<file path="src/rtl/alu_issue.sv">
// alu_issue: execute-stage sequencer in front of the ALU.
// Builds operands, runs the run/ack handshake and returns the result.
module alu_issue #(
    parameter int OPR_L   = 32,
    parameter int ALUOP_L = 5,
    parameter int REG_L   = 5,
    parameter int TMO     = 16,
    parameter logic [ALUOP_L-1:0] ALU_MULT = ALUOP_L'(10),
    parameter logic [ALUOP_L-1:0] ALU_DIV  = ALUOP_L'(11)
) (
    input  logic               clk,
    input  logic               rst,
    input  logic               in_valid,
    output logic               in_ready,
    input  logic [ALUOP_L-1:0] in_op,
    input  logic [OPR_L-1:0]   in_rs,
    input  logic [OPR_L-1:0]   in_rt,
    input  logic [15:0]        in_imm,
    input  logic               in_use_imm,
    input  logic               in_imm_sx,
    input  logic               in_c,
    input  logic [REG_L-1:0]   in_rd,
    output logic [OPR_L-1:0]   alu_A,
    output logic [OPR_L-1:0]   alu_B,
    output logic [ALUOP_L-1:0] alu_op,
    output logic               alu_c,
    output logic               alu_run,
    input  logic [OPR_L-1:0]   alu_Y,
    input  logic               alu_ack,
    output logic               out_valid,
    input  logic               out_ready,
    output logic [OPR_L-1:0]   out_Y,
    output logic [REG_L-1:0]   out_rd,
    output logic               out_err
);

    localparam logic [1:0] S_IDLE = 2'd0;
    localparam logic [1:0] S_WHI  = 2'd1;
    localparam logic [1:0] S_WLO  = 2'd2;
    localparam logic [1:0] S_DONE = 2'd3;
    localparam int TW = (TMO > 1) ? $clog2(TMO) : 1;

    logic [1:0]         state_q, state_d;
    logic               ack_m_q, ack_s_q;
    logic [TW-1:0]      tmr_q, tmr_d;
    logic [OPR_L-1:0]   a_q, a_d, b_q, b_d, y_q, y_d;
    logic [ALUOP_L-1:0] op_q, op_d;
    logic               c_q, c_d, run_q, run_d, err_q, err_d;
    logic [REG_L-1:0]   rd_q, rd_d;

    logic [OPR_L-1:0] imm_ext;
    logic             is_md;
    logic             tmr_max;

    assign imm_ext = in_imm_sx ? {{(OPR_L-16){in_imm[15]}}, in_imm}
                               : {{(OPR_L-16){1'b0}}, in_imm};
    assign is_md   = (in_op == ALU_MULT) || (in_op == ALU_DIV);
    assign tmr_max = (tmr_q == TW'(TMO - 1));

    always_comb begin
        state_d = state_q;
        tmr_d   = tmr_q;
        a_d     = a_q;
        b_d     = b_q;
        op_d    = op_q;
        c_d     = c_q;
        run_d   = run_q;
        y_d     = y_q;
        rd_d    = rd_q;
        err_d   = err_q;
        unique case (state_q)
            S_IDLE: begin
                if (in_valid) begin
                    a_d   = in_rs;
                    b_d   = in_use_imm ? imm_ext : in_rt;
                    op_d  = in_op;
                    c_d   = in_c;
                    rd_d  = in_rd;
                    y_d   = '0;
                    tmr_d = '0;
                    // The ALU cannot finish MULT/DIV; report instead of hanging
                    if (is_md) begin
                        err_d   = 1'b1;
                        state_d = S_DONE;
                    end else begin
                        err_d   = 1'b0;
                        run_d   = 1'b1;
                        state_d = S_WHI;
                    end
                end
            end
            S_WHI: begin
                if (ack_s_q) begin
                    y_d     = alu_Y;
                    run_d   = 1'b0;
                    tmr_d   = '0;
                    state_d = S_WLO;
                end else if (tmr_max) begin
                    run_d   = 1'b0;
                    err_d   = 1'b1;
                    state_d = S_DONE;
                end else begin
                    tmr_d = tmr_q + 1'b1;
                end
            end
            S_WLO: begin
                if (!ack_s_q) begin
                    err_d   = 1'b0;
                    state_d = S_DONE;
                end else if (tmr_max) begin
                    err_d   = 1'b1;
                    state_d = S_DONE;
                end else begin
                    tmr_d = tmr_q + 1'b1;
                end
            end
            S_DONE: begin
                if (out_ready) state_d = S_IDLE;
            end
            default: state_d = S_IDLE;
        endcase
    end

    always_ff @(posedge clk or negedge rst) begin
        if (!rst) begin
            state_q <= S_IDLE;
            ack_m_q <= 1'b0;
            ack_s_q <= 1'b0;
            tmr_q   <= '0;
            a_q     <= '0;
            b_q     <= '0;
            op_q    <= '0;
            c_q     <= 1'b0;
            run_q   <= 1'b0;
            y_q     <= '0;
            rd_q    <= '0;
            err_q   <= 1'b0;
        end else begin
            state_q <= state_d;
            ack_m_q <= alu_ack;
            ack_s_q <= ack_m_q;
            tmr_q   <= tmr_d;
            a_q     <= a_d;
            b_q     <= b_d;
            op_q    <= op_d;
            c_q     <= c_d;
            run_q   <= run_d;
            y_q     <= y_d;
            rd_q    <= rd_d;
            err_q   <= err_d;
        end
    end

    assign in_ready  = (state_q == S_IDLE) && rst;
    assign out_valid = (state_q == S_DONE);
    assign alu_A     = a_q;
    assign alu_B     = b_q;
    assign alu_op    = op_q;
    assign alu_c     = c_q;
    assign alu_run   = run_q;
    assign out_Y     = y_q;
    assign out_rd    = rd_q;
    assign out_err   = err_q;

endmodule

</file>
<file path="config.mk">
export PLATFORM = sky130hd
export DESIGN_NAME = alu_issue
export DESIGN_NICKNAME = d
export VERILOG_FILES = /design/src/rtl/alu_issue.sv
export SDC_FILE = /design/constraint.sdc
export NUM_CORES = 1
export LEC_CHECK = 0
export ABC_AREA = 0
export CORE_MARGIN = 2
export CORE_UTILIZATION = 41
export DETAILED_ROUTE_END_ITERATION = 12
export GPL_ROUTABILITY_DRIVEN = 0
export PLACE_DENSITY = 0.81
export SLEW_MARGIN = 40
export SYNTH_ARGS = -nofsm -noshare
export SYNTH_HDL_FRONTEND = slang
export SYNTH_SLANG_ARGS = --single-unit
</file>
<file path="constraint.sdc">
create_clock -name clk -period 2.5 [get_ports clk]
set_clock_uncertainty 0.2 [all_clocks]
set_input_delay 0.5 -clock clk [delete_from_list [all_inputs] [get_ports clk]]
set_output_delay 0.5 -clock clk [all_outputs]
set_load 0.05 [all_outputs]
</file>
==> results.py, run 1 <==
metrics = {
    "finish": {
        "antenna_cells": 0,
        "layout-drive-gt1-share_pct": 6.414,
        "areaGrowthSynthToFinish_pct": 63.69,
        "nNetsFinal": 886,
        "multi_input_area_mm2": 0.001848,
        "fill_cells": 914,
        "register_area_mm2": 0.002928,
    },
    "yosys": {
        "ys_async_sr_fraction_pct": 100.0,
        "syn_area_mm2": 0.004935,
        "synth_top_flop_cell": "dfrtp_1",
        "ys_ff_latch": 117,
        "syn_area_per_cell_um2": 9.582,
        "ys_top_cells_by_count": "212 x nand2_1, 117 x dfrtp_1, 35 x nand3_1, 20 x nor2b_1, 18 x o21ai_1",
        "syn_nets": 650,
        "synth.most_common_cell": "nand2_1",
        "syn_inst": 515,
        "ys_top_cells_by_area": "dfrtp_1 59%, nand2_1 16%, nand3_1 3.5%",
        "synth_top_area_cell": "dfrtp_1",
        "ys_seq_area_share_pct": 59.33,
        "synth-edff-count": 0,
        "synth_warnings": 0,
        "ys_types": 34,
        "synth_top_area_share_pct": 59.33,
    },
    "worst_setup_path": {
        "rrSetupSlack_ns": 0.21,
        "critPathMaxFanout": 10,
        "worst-r2r-cell-count": 7,
        "path_delay_family": "flip-flops",
        "critical_path_class": "flop to output pin",
        "r2r-end": "out_Y[4]$_DFFE_PN0P_",
        "cp-start-kind": "flop",
        "crit_path_max_incr_delay_ns": 0.41,
        "crit_chain": "inv_1, ha_2, and2_1, buf_12",
        "critPathSlowestCell": "dfrtp_1",
        "cp.arrival_ns": 1.62,
        "critPathRequiredTime_ns": 1.80,
        "path_depth": 4,
        "r2r-start": "state_q[1]$_DFFE_PN0P_",
        "cp_num_buf_inv": 2,
        "endpoint_kind": "output pin",
    },
    "pwr": {
        "p_leak_nw": 3.779,
        "p_per_area_mw_per_mm2": 1477,
        "p_comb_share_pct": 53.5,
        "p_total_mw": 11.93,
        "p_switching_mw": 5.519,
        "vdd_drop_max_v": 0.0009472,
        "pwr-share-seq_pct": 25.9,
        "p_int_mw": 6.414,
        "swShare_pct": 46.25,
        "p_clk_share_pct": 20.6,
    },
    "worst_hold_path": {
        "min_path_type": "primary input to async pin",
    },
    "detailed_routing": {
        "avgRoutedWirePerCell_um": 15.69,
        "drc": 0,
        "vias": 4528,
        "ant_nets": 0,
        "drt_iter0_markers": 218,
        "routed_wl_um": 14290,
        "avgViaCountPerCell": 4.970,
        "dr.pass1.iters": 4,
    },
    "run": {
        "max_cap_violations": 0,
    },
    "floorplan": {
        "io_pins": 241,
        "die_width_um": 113.7,
        "die_y_um": 113.7,
        "initial_core_util_pct": 41.60,
        "core_region_area_mm2": 0.01186,
        "rows": 40,
        "dieArea_mm2": 0.01293,
    },
    "timing": {
        "tightest_slew_ns": 0.6049,
        "min_period_ns": 2.323,
        "post-route-period-util_pct": 92.91,
        "finalHoldViolCount": 0,
        "max_freq_mhz": 430.5,
        "rsz0062_at_grt": "no",
        "finalSetupViolations": 0,
        "slew_viol_final": 0,
        "relSlewSlack_pct": 59.67,
        "setup_tns_ns": 0,
    },
    "place": {
        "dpl.hpwl_um": 10190,
        "portBuffers": 240,
    },
    "clock_tree": {
        "cts_buffers": 17,
        "clkSlewWorstSetupHoldPaths_ns": 0.05,
        "cts_root_buffer": "clkbuf_16",
        "cts_hold_buf": 0,
        "cts_tree": "done",
        "htree_num_levels": 4,
        "cts.sinks": 117,
        "clockBufferDepth": 2,
        "clk-insertion-delay-late_ns": 0.40,
        "cts_setup_buffers": 0,
    },
    "grt": {
        "grt_start_max_net_pins": 118,
        "grt_pass1_vias": 4687,
        "grt_usage_pct": 22.48,
        "antenna_found_initial": 0,
        "grt_pass1_wl_um": 22850,
        "grt-ovfl-total": 0,
    },
    "status": {
        "status": "finished, final reports clean",
    },
}
-- kinds of logic (layout without fill, tap and decap cells) --
| logic type | Yosys count | in the layout | share of synthesized area (%) |
|---|---|---|---|
| compound gates | 54 | 54 | 7.226 |
| fa+ha+maj | 5 | 5 | 1.268 |
| buf+inv | 34 | 283 | 3.474 |
| flops | 117 | 117 | 59.33 |
| mux | 18 | 18 | 3.676 |
| simple gates | 287 | 287 | 25.03 |
-- repair_timing --
| action | CTS | global route |
|---|---|---|
| endpoints found under the setup margin | 0 | 1 |
| gates resized for setup | 0 | 1 |
| endpoints found under the hold margin | 0 | 0 |
-- registers in the layout (all words and copies together) (netlist names) --
name and cells:
alu_A 32, alu_B 32, out_Y 32, alu_op 5, out_rd 5, tmr_q 4
state_q 2, ack_m_q 1, ack_s_q 1, alu_c 1, alu_run 1, out_err 1
-- per-stage QoR --
step | instance area [um2] | util, % | setup slack [ns] | instances | hold WS (ns)
after global routing | 8078 | 68.10 | 0.07463 | 911 | 0.04193
after global placement | 7472 | 63.00 | 0.2287 | 879 | 0.1325
after detailed placement | 7472 | 63.00 | 0.1958 | 879 | 0.1379
final | 8078 | 68.10 | 0.1774 | 911 | 0.002887
after CTS | 8075 | 68.08 | 0.04267 | 911 | 0.03077
after floorplan | 4935 | - | 0.5624 | 515 | 0.004409
-- layer usage --
layer,track usage (%),wire length [um],vias to the layer above
met2,38.72,7044,200
met1,25.99,5655,2148
met3,8.023,1302,27
li1,-,-,2153
met5,0,0,-
met4,8.049,291,0
-- layout make-up --
cell class	instances	share of cell area (%)
inverter	2	0.09294
clock inverter	9	1.549
tap	147	2.277
clock buffer	23	5.917
timing repair buffer	249	31.04
multi-input combinational	364	22.88
sequential	117	36.25
-- cell usage in the layout, fill, tap and decap left out, types with 2 or more instances in the layout --
cell type	instances
and3_1	2
nand3_1	35
clkdlybuf4s50_1	236
nand2_1	211
o21ai_0	5
clkbuf_8	3
nor3_1	3
ha_1	4
clkinv_2	4
inv_1	2
nor2_1	5
buf_12	4
clkbuf_16	17
nor3_4	2
a21oi_1	7
buf_4	8
clkinvlp_4	2
bufinv_16	3
dfrtp_1	117
o21a_1	2
mux2i_1	17
clkbuf_1	3
nor2b_1	20
o22a_1	17
o21ai_1	18
-- power by group through the flow --
stage	logic, mW	clock network, mW	registers (mW)
2_1_floorplan	1.69	0	5.60
3_3_place_gp	6.27	0	3.07
3_5_place_dp	6.40	0	3.11
4_1_cts	6.43	2.51	3.09
5_1_grt	6.77	2.59	3.18
6_report	6.39	2.46	3.09
-- worst max-delay path by stage --
stage | to | slack, ns | from
4_1_cts | in_ready | 0.04 | state_q[0]$_DFFE_PN0P_
3_5_place_dp | alu_B[17]$_DFFE_PN0P_ | 0.20 | in_valid
6_report | in_ready | 0.18 | state_q[0]$_DFFE_PN0P_
2_1_floorplan | out_Y[10]$_DFFE_PN0P_ | 0.56 | state_q[0]$_DFFE_PN0P_
5_1_grt | out_Y[4]$_DFFE_PN0P_ | 0.07 | state_q[1]$_DFFE_PN0P_
3_3_place_gp | alu_B[23]$_DFFE_PN0P_ | 0.23 | in_valid
No activity file was read; power rests on OpenSTA's default activity.
==> run 2: changes to the inputs <==
--- a/config.mk
+++ b/config.mk
@@ -5,9 +5,10 @@
 export SDC_FILE = /design/constraint.sdc
 export NUM_CORES = 1
 export LEC_CHECK = 0
-export ABC_AREA = 0
+export ABC_AREA = 1
 export CORE_MARGIN = 2
 export CORE_UTILIZATION = 41
+export CTS_CLUSTER_SIZE = 14
 export DETAILED_ROUTE_END_ITERATION = 12
 export GPL_ROUTABILITY_DRIVEN = 0
 export PLACE_DENSITY = 0.81
==> results.py, run 2 <==
metrics = {
    "worst_setup_path": {
        "crit_start": "alu_B[11]$_DFFE_PN0P_",
        "critPathRequiredTime_ns": 1.80,
        "critPathSlowestCell": "clkdlybuf4s50_1",
        "critical_path_class": "flop to output pin",
        "r2r-end": "out_Y[19]$_DFFE_PN0P_",
        "cp.arrival_ns": 1.63,
        "crit_path_max_incr_delay_ns": 0.84,
        "path_delay_family": "buffers and inverters",
        "r2r-start": "state_q[0]$_DFFE_PN0P_",
        "worst-r2r-cell-count": 8,
        "cp-start-kind": "flop",
        "cp_num_buf_inv": 1,
        "critPathMaxFanout": 2,
        "endpoint_kind": "output pin",
        "crit_chain": "clkdlybuf4s50_1",
        "rrSetupSlack_ns": 0.24,
    },
    "floorplan": {
        "io_pins": 241,
        "rows": 40,
        "initial_core_util_pct": 41.66,
        "dieArea_mm2": 0.01305,
        "die_width_um": 114.3,
        "core_region_area_mm2": 0.01196,
        "die_y_um": 114.3,
    },
    "timing": {
        "tightest_slew_ns": 0.7079,
        "slew_viol_final": 0,
        "relSlewSlack_pct": 52.81,
        "min_period_ns": 2.326,
        "rsz0062_at_grt": "no",
        "finalSetupViolations": 0,
        "finalHoldViolCount": 0,
        "setup_tns_ns": 0,
        "max_freq_mhz": 430.0,
        "post-route-period-util_pct": 93.03,
    },
    "yosys": {
        "synth_simple_gate_area_share_pct": 24.38,
        "ys_async_sr_fraction_pct": 100.0,
        "ys_top_cells_by_count": "213 x nand2_1, 117 x dfrtp_1, 65 x a21oi_1, 43 x nor2_1, 40 x nand3_1",
        "syn_area_mm2": 0.004984,
        "synthAdderAreaFrac_pct": 1.255,
        "synth_top_area_cell": "dfrtp_1",
        "ys_ff_latch": 117,
        "syn_inst": 588,
        "syn_nets": 723,
        "ys_types": 20,
        "synth_compound_area_share_pct": 10.39,
        "synth.most_common_cell": "nand2_1",
        "synth-edff-count": 0,
        "synth_top_area_share_pct": 58.75,
        "synth_top_family_by_area": "simple AND/OR/NAND/NOR gates",
        "ys_top_cells_by_area": "dfrtp_1 59%, nand2_1 16%, a21oi_1 6.5%",
        "synth_top_flop_cell": "dfrtp_1",
        "synth_warnings": 0,
        "synth_xor_area_share_pct": 0,
        "syn_area_per_cell_um2": 8.475,
        "ys_seq_area_share_pct": 58.75,
        "muxShareOfSynthArea_pct": 0,
    },
    "clock_tree": {
        "clk-insertion-delay-late_ns": 0.41,
        "htree_num_levels": 4,
        "clkSlewWorstSetupHoldPaths_ns": 0.06,
        "clockBufferDepth": 2,
        "cts.sinks": 117,
        "cts_tree": "done",
        "cts_root_buffer": "clkbuf_16",
        "cts_buffers": 17,
    },
    "pwr": {
        "p_clk_share_pct": 18.9,
        "p_int_mw": 6.850,
        "vdd_drop_max_v": 0.0008705,
        "p_switching_mw": 6.463,
        "p_leak_nw": 3.896,
        "p_comb_share_pct": 56.2,
        "swShare_pct": 48.55,
        "p_total_mw": 13.31,
        "pwr-share-seq_pct": 25.0,
        "p_per_area_mw_per_mm2": 1636,
    },
    "detailed_routing": {
        "avgViaCountPerCell": 5.011,
        "dr.pass1.iters": 8,
        "drt_iter0_markers": 444,
        "routed_wl_um": 15660,
        "drc": 0,
        "avgRoutedWirePerCell_um": 15.91,
        "ant_nets": 0,
        "vias": 4931,
    },
    "place": {
        "portBuffers": 240,
        "dpl.hpwl_um": 11220,
        "placed_area_mm2": 0.007518,
    },
    "grt": {
        "grt_start_max_net_pins": 76,
        "grt_pass1_wl_um": 24710,
        "grt_pass1_vias": 4971,
        "antenna_found_initial": 0,
        "grt-ovfl-total": 0,
        "grt_usage_pct": 24.25,
    },
    "run": {
        "max_cap_violations": 0,
    },
    "worst_hold_path": {
        "min_from": "ack_m_q$_DFF_PN0_",
        "hold_path_depth": 0,
        "min_path_type": "flop to flop",
        "holdPathEnd": "ack_s_q$_DFF_PN0_",
    },
    "finish": {
        "layout-drive-gt1-share_pct": 5.615,
        "areaGrowthSynthToFinish_pct": 63.24,
        "fin_area_mm2": 0.008135,
        "final_cell_mix": "237 x clkdlybuf4s50_1, 213 x nand2_1, 117 x dfrtp_1",
        "fill_cells": 961,
        "antenna_cells": 0,
        "nNetsFinal": 959,
        "final_common_cell": "clkdlybuf4s50_1",
    },
    "status": {
        "status": "finished, final reports clean",
    },
}
run 2: kinds of logic (layout without fill, tap and decap cells):
logic type	Yosys count	after routing
simple gates	303	303
flops	117	117
compound gates	103	103
buf+inv	60	309
fa+ha+maj	5	5
run 2: power groups by stage:
| stage | logic, mW | registers [mW] | clock network, mW |
|---|---|---|---|
| 6_report | 7.48 | 3.32 | 2.51 |
| 5_1_grt | 7.91 | 3.43 | 2.65 |
| 4_1_cts | 7.52 | 3.33 | 2.56 |
| 3_5_place_dp | 7.50 | 3.33 | 0 |
| 3_3_place_gp | 7.34 | 3.29 | 0 |
| 2_1_floorplan | 1.86 | 6.34 | 0 |
run 2: what timing repair did:
action | 4_1_cts | 5_1_grt
setup endpoints to repair | 1 | 0
endpoints found under the hold margin | 8 | 0
buffers inserted | 0 | 0
hold buffers | 1 | 0
resized for setup | 1 | 0
run 2: worst max-delay path by stage:
stage	to	slack [ns]	cells after the start
after detailed placement	out_Y[12]$_DFFE_PN0P_	0.18	7
after CTS	alu_B[11]	0.14	1
after global routing	out_Y[12]$_DFFE_PN0P_	0.09	8
final	alu_B[11]	0.17	1
after floorplan	in_ready	0.68	4
after global placement	out_Y[15]$_DFFE_PN0P_	0.23	7
run 2: routing by layer:
layer  up-vias  global-route usage [%]  part of all wire, %
met5         -                       0                    0
met4         0                   9.024                  1.8
met3        26                   7.676                  8.4
met2       234                   41.83                   50
met1      2313                   28.40                   40
li1       2358                       -                    -
run 2: metrics by stage:
step,instances,setup slack [ns],hold WS [ns],util (%)
2_1_floorplan,588,0.6810,0.004409,-
3_3_place_gp,951,0.2298,0.1327,62.86
3_5_place_dp,951,0.1769,0.1404,62.86
4_1_cts,984,0.1400,0.1667,68.01
5_1_grt,984,0.09232,0.1767,68.01
6_report,984,0.1742,0.1603,68.01
run 2: final cells by class:
type / count / area (um2) / share of cell area [%]
Sequential cell: 117 / 2928 / 35.99
Timing Repair Buffer: 252 / 2526 / 31.05
Multi-Input combinational cell: 411 / 1795 / 22.07
Clock buffer: 22 / 454.2 / 5.583
Tap cell: 147 / 183.9 / 2.261
Clock inverter: 10 / 153.9 / 1.892
Inverter: 25 / 93.84 / 1.153
